$ cat src/rtl/dcache_miss_queue.sv
// Purpose: miss-status queue between the dcache and the memory arbiter; merges duplicate block misses and returns fills in allocation order.
// Latency: allocation to mem_req_valid is 1 cycle; a matching data return reaches fill_valid 1 cycle later when the entry is head.
// Backpressure: miss_ready drops only for a non-merging miss while full; a request is held until the arbiter accepts it with a nonzero tag.
//
// Ports:
//   clock, reset                      rising-edge clock, async active-low reset
//   miss_valid/miss_addr/miss_ready   miss handshake from the dcache (ready is combinational)
//   mem_req_valid/mem_req_addr        oldest unissued request toward the arbiter
//   mem_req_accepted/current_req_tag  arbiter accept and the tag assigned to it (tag 0 = refusal)
//   mem_data/mem_data_tag             returned block and its tag (tag 0 = no return)
//   fill_valid/fill_addr/fill_data    in-order fill to the dcache (always accepted)
//   count                             occupied entries, 0..DEPTH
module dcache_miss_queue #(
    parameter int DEPTH     = 4,
    parameter int ADDR_BITS = 13,
    parameter int TAG_BITS  = 4,
    parameter int DATA_BITS = 64
) (
    input  logic                   clock,
    input  logic                   reset,
    input  logic                   miss_valid,
    input  logic [ADDR_BITS-1:0]   miss_addr,
    output logic                   miss_ready,
    output logic                   mem_req_valid,
    output logic [ADDR_BITS-1:0]   mem_req_addr,
    input  logic                   mem_req_accepted,
    input  logic [TAG_BITS-1:0]    current_req_tag,
    input  logic [DATA_BITS-1:0]   mem_data,
    input  logic [TAG_BITS-1:0]    mem_data_tag,
    output logic                   fill_valid,
    output logic [ADDR_BITS-1:0]   fill_addr,
    output logic [DATA_BITS-1:0]   fill_data,
    output logic [$clog2(DEPTH):0] count
);

    localparam int PW = $clog2(DEPTH);
    localparam int CW = PW + 1;

    typedef enum logic [1:0] {
        EMPTY      = 2'd0,
        WAIT_ISSUE = 2'd1,
        WAIT_DATA  = 2'd2,
        DONE       = 2'd3
    } entry_state_t;

    entry_state_t         state [DEPTH];
    logic [ADDR_BITS-1:0] addr  [DEPTH];
    logic [TAG_BITS-1:0]  tag   [DEPTH];
    logic [DATA_BITS-1:0] data  [DEPTH];

    logic [PW-1:0] head;
    logic [PW-1:0] issue;
    logic [PW-1:0] tail;

    logic merge_hit;
    logic alloc;
    logic issue_fire;
    logic retire;

    // A hit on any live entry merges, including one that retires this cycle:
    // the dcache is about to receive that very block.
    always_comb begin
        merge_hit = 1'b0;
        for (int i = 0; i < DEPTH; i++) begin
            if (state[i] != EMPTY && addr[i] == miss_addr) begin
                merge_hit = 1'b1;
            end
        end
        merge_hit = merge_hit & miss_valid;
    end

    // Fullness uses the registered count only, so a same-cycle retire never
    // frees a slot for a new allocation.
    assign miss_ready    = reset & miss_valid & (merge_hit | (count < CW'(DEPTH)));
    assign alloc         = miss_valid & ~merge_hit & (count < CW'(DEPTH));

    assign mem_req_valid = (state[issue] == WAIT_ISSUE);
    assign mem_req_addr  = addr[issue];
    assign issue_fire    = mem_req_valid & mem_req_accepted & (current_req_tag != '0);

    assign fill_valid    = (state[head] == DONE);
    assign fill_addr     = addr[head];
    assign fill_data     = data[head];
    assign retire        = fill_valid;

    always_ff @(posedge clock or negedge reset) begin
        if (!reset) begin
            for (int i = 0; i < DEPTH; i++) begin
                state[i] <= EMPTY;
                addr[i]  <= '0;
                tag[i]   <= '0;
                data[i]  <= '0;
            end
            head  <= '0;
            issue <= '0;
            tail  <= '0;
            count <= '0;
        end else begin
            // The four per-entry events always target distinct entries (each
            // needs a different current state), so one priority chain is safe.
            // The return compare sees registered state, so an entry accepted on
            // this edge is still WAIT_ISSUE here and cannot complete yet.
            for (int i = 0; i < DEPTH; i++) begin
                if (alloc && tail == PW'(i)) begin
                    state[i] <= WAIT_ISSUE;
                    addr[i]  <= miss_addr;
                    tag[i]   <= '0;
                end else if (issue_fire && issue == PW'(i)) begin
                    state[i] <= WAIT_DATA;
                    tag[i]   <= current_req_tag;
                end else if (state[i] == WAIT_DATA && mem_data_tag != '0 &&
                             tag[i] == mem_data_tag) begin
                    state[i] <= DONE;
                    data[i]  <= mem_data;
                end else if (retire && head == PW'(i)) begin
                    state[i] <= EMPTY;
                end
            end
            if (alloc)      tail  <= tail + 1'b1;
            if (issue_fire) issue <= issue + 1'b1;
            if (retire)     head  <= head + 1'b1;
            count <= count + CW'(alloc) - CW'(retire);
        end
    end

endmodule

$ cat config.mk
export PLATFORM = sky130hd
export DESIGN_NAME = dcache_miss_queue
export DESIGN_NICKNAME = d
export VERILOG_FILES = /design/src/rtl/dcache_miss_queue.sv
export SDC_FILE = /design/constraint.sdc
export NUM_CORES = 1
export LEC_CHECK = 0
export ABC_AREA = 1
export CAP_MARGIN = 5
export CORE_AREA = 2 2 192 156
export CTS_CLUSTER_DIAMETER = 200
export DETAILED_ROUTE_END_ITERATION = 8
export DIE_AREA = 0 0 194 158
export GPL_TIMING_DRIVEN = 0
export PLACE_DENSITY = 0.85
export SKIP_CTS_REPAIR_TIMING = 1
export SYNTH_ARGS = -nofsm -noshare
export SYNTH_HDL_FRONTEND = slang
export SYNTH_SLANG_ARGS = --single-unit
$ cat constraint.sdc
create_clock -name clock -period 5.8 [get_ports clock]
set_input_delay 0.87 -clock clock [delete_from_list [all_inputs] [get_ports clock]]
set_output_delay 0.87 -clock clock [all_outputs]
set_load 0.05 [all_outputs]
==> key figures <==
Min path
  – Hold crit path type: input port to async pin

Power
  – Leakage power: 10.7 nW
  – VDD IR max: 472 uV
  – Pwr Total: 14.4 mW
  – Power density cells: 678 nW/um2

Final layout
  – Most frequent cells in the layout: nand2_1 (785), dfrtp_1 (341), nand3_1 (264), o21ai_0 (244), nor2_1 (191)
  – Share of cells above drive strength 1: 0.0709
  – Layout Cells excl Fill: 2918
  – Area grow syn2layout: 20.5%
  – Commonest non-fill, non-tap cell in the layout: nand2_1
  – End-of-flow core utilization: 0.735
  – Layout Nets: 2618

Setup path
  – RR Endpoint: data[215]
  – Crit path arrival time: 4.15 ns
  – Startpoint types: flop
  – Worst Setup End Kind: output port
  – Crit Path Max Fanout: 10
  – R2r worst-path depth: 12
  – Data required time of the worst path: 4.93 ns
  – Critical path class: flop to output port
  – R2r setup slk: 2.44 ns
  – RR Startpoint: issue[0]

Global routing
  – Initial antenna violation count: 3
  – GRT Resource Usage Total: 0.379
  – Total grt overflow: 0
  – Largest net degree at the start of global routing: 120
  – Number of global-route vias before repair: 16800
  – First-pass GRT wire length: 91300 um

CTS
  – CTS tree: built
  – CTS Root Cell: clkbuf_16
  – Worst skew pair latency: 0.53 ns
  – H-tree depth: 2
  – CTS Sinks: 341
  – Clock transition at path regs: 0.06 ns
  – Clock Tree Buf Depth: 3
  – TritonCTS Buffers: 35

Detailed routing
  – First-pass iteration count of the detailed router: 9
  – Vias: 17800
  – Initial DRC Count: 2269
  – DR vias/cell: 6.09
  – Routed length per placed instance: 20.1 um
  – WL final: 58500 um
  – ANT nets after route: 0
  – DRC Markers: 7

Yosys
  – Cell variety after synth: 37
  – Sequential area share after synthesis: 0.485
  – Synth Warn #: 0
  – Area leader, netlist: dfrtp_1
  – Synth Register Bits: 341
  – Synth Instances: 2293
  – Avg Inst Size Synth: 7.67 um2
  – Post-synthesis instance area: 17600 um2
  – Synth top area share: 0.485
  – Syn_nets: 2397
  – Top cells by area, synth: dfrtp_1 (48%), nand2_1 (17%), nand3_1 (7.5%)

STA
  – Fin. Hold Viols: 0
  – Final worst path period need: 5.02 ns
  – Fin crit share: 0.866
  – Fmax: 199 MHz
  – RSZ-0062 raised after global routing: false
  – Slew @ Worst Pin: 0.899 ns
  – Slew Viols, Final: 0
  – Fin Hold WS: 0.246 ns
  – Slew Limit Headroom: 0.401
  – Clk_skew: 0.0268 ns
  – Final setup fails: 0
  – Worst setup slack after layout: 0.777 ns

Floorplan
  – Die X: 194 um
  – Site Rows: 56
  – I/O Pins: 185
  – Chip Height: 158 um
  – Die area: 30700 um2
  – Core footprint: 28900 um2
  – Initial Util: 0.610

Flow run
  – Maximum capacitance violations: 0

Outcome
  – Failing checks: DRC
  – Status: finished, violations left

Place
  – DP HPWL: 39300 um
  – Dpl ws: 1.53 ns
  – I/O Buffers: 181
  – RePlAce Congestion: 0.972
  – Placed insts: 2854
[kinds of logic after synthesis]
family	count (synthesis)	share of synthesized area
AO/OA/AOI/OAI	380	0.114
adder cells (fa/ha/maj)	15	0.0111
AND/OR/NAND/NOR	1275	0.303
buffers and inverters	263	0.0777
flip-flops	341	0.485
XOR/XNOR	19	0.00946
[synth_stat cells (all sizes together)]
cell type,n
dfrtp,341
nor3,2
xnor2,15
xor2,4
fa,1
clkinv,1
clkbuf,64
and3,1
nand3b,2
nand2,792
nand3,278
ha,14
nand4,4
o21ai,245
a22o,1
o22ai,72
a31oi,1
nor4,1
buf,91
inv,107
a21oi,59
a211oi,2
nor2,195
[sequential cells by signal, summed over array words and instances (netlist names)]
name / cells
state: 8
head: 2
data: 256
issue: 2
tag: 16
addr: 52
count: 3
tail: 2
[per-layer routing]
| metal | global-route usage | part of all wire | up-vias |
|---|---|---|---|
| li1 | - | - | 7885 |
| met1 | 0.540 | 0.40 | 8483 |
| met2 | 0.573 | 0.44 | 1246 |
| met3 | 0.0920 | 0.13 | 168 |
| met4 | 0.127 | 0.030 | 0 |
| met5 | 0 | 0 | - |
[critical path, stage by stage, from the launching register on]
cell and delay, ns:
dfrtp_1 0.41, clkbuf_1 0.38, inv_1 0.36, clkbuf_1 0.57, buf_1 0.54, nor2_1 0.12, o22ai_1 0.37, clkdlybuf4s50_1 0.88
[worst max-delay path by stage]
stage / slack, ns / start / cells after the start / end
detailed placement: 1.53 / head[0] / 7 / fill_data[5]
global route: 0.78 / head[0] / 7 / fill_data[60]
finish: 0.78 / head[0] / 7 / fill_data[5]
floorplan: 2.54 / miss_addr[4] / 11 / miss_ready
CTS: 0.93 / head[0] / 7 / fill_data[61]
global placement: -10.94 / reset / 1 / data[206]
[final cells by class]
class,instances,area [um2]
clock buffer,57,1130
fill,2199,7660
inverter,108,405
timing repair buffer,184,1900
buffer,155,962
tap,377,472
sequential,341,8530
clock inverter,4,97.6
antenna,3,7.51
multi-input combinational,1689,7700
[per-stage QoR]
step	area [um2]	TNS, ns
global route	21200	0
global placement	19900	-3722.75
detailed placement	20000	0
finish	21200	0
floorplan	17600	0
CTS	21200	0
[where the power goes]
part | switching [mW] | internal [mW] | leakage [nW]
registers | 0.730 | 3.43 | 4.40
clock network | 0.956 | 1.46 | 0.600
logic | 5.36 | 2.43 | 5.69
total | 7.05 | 7.33 | 10.7
(Power assumes the default switching activity.)
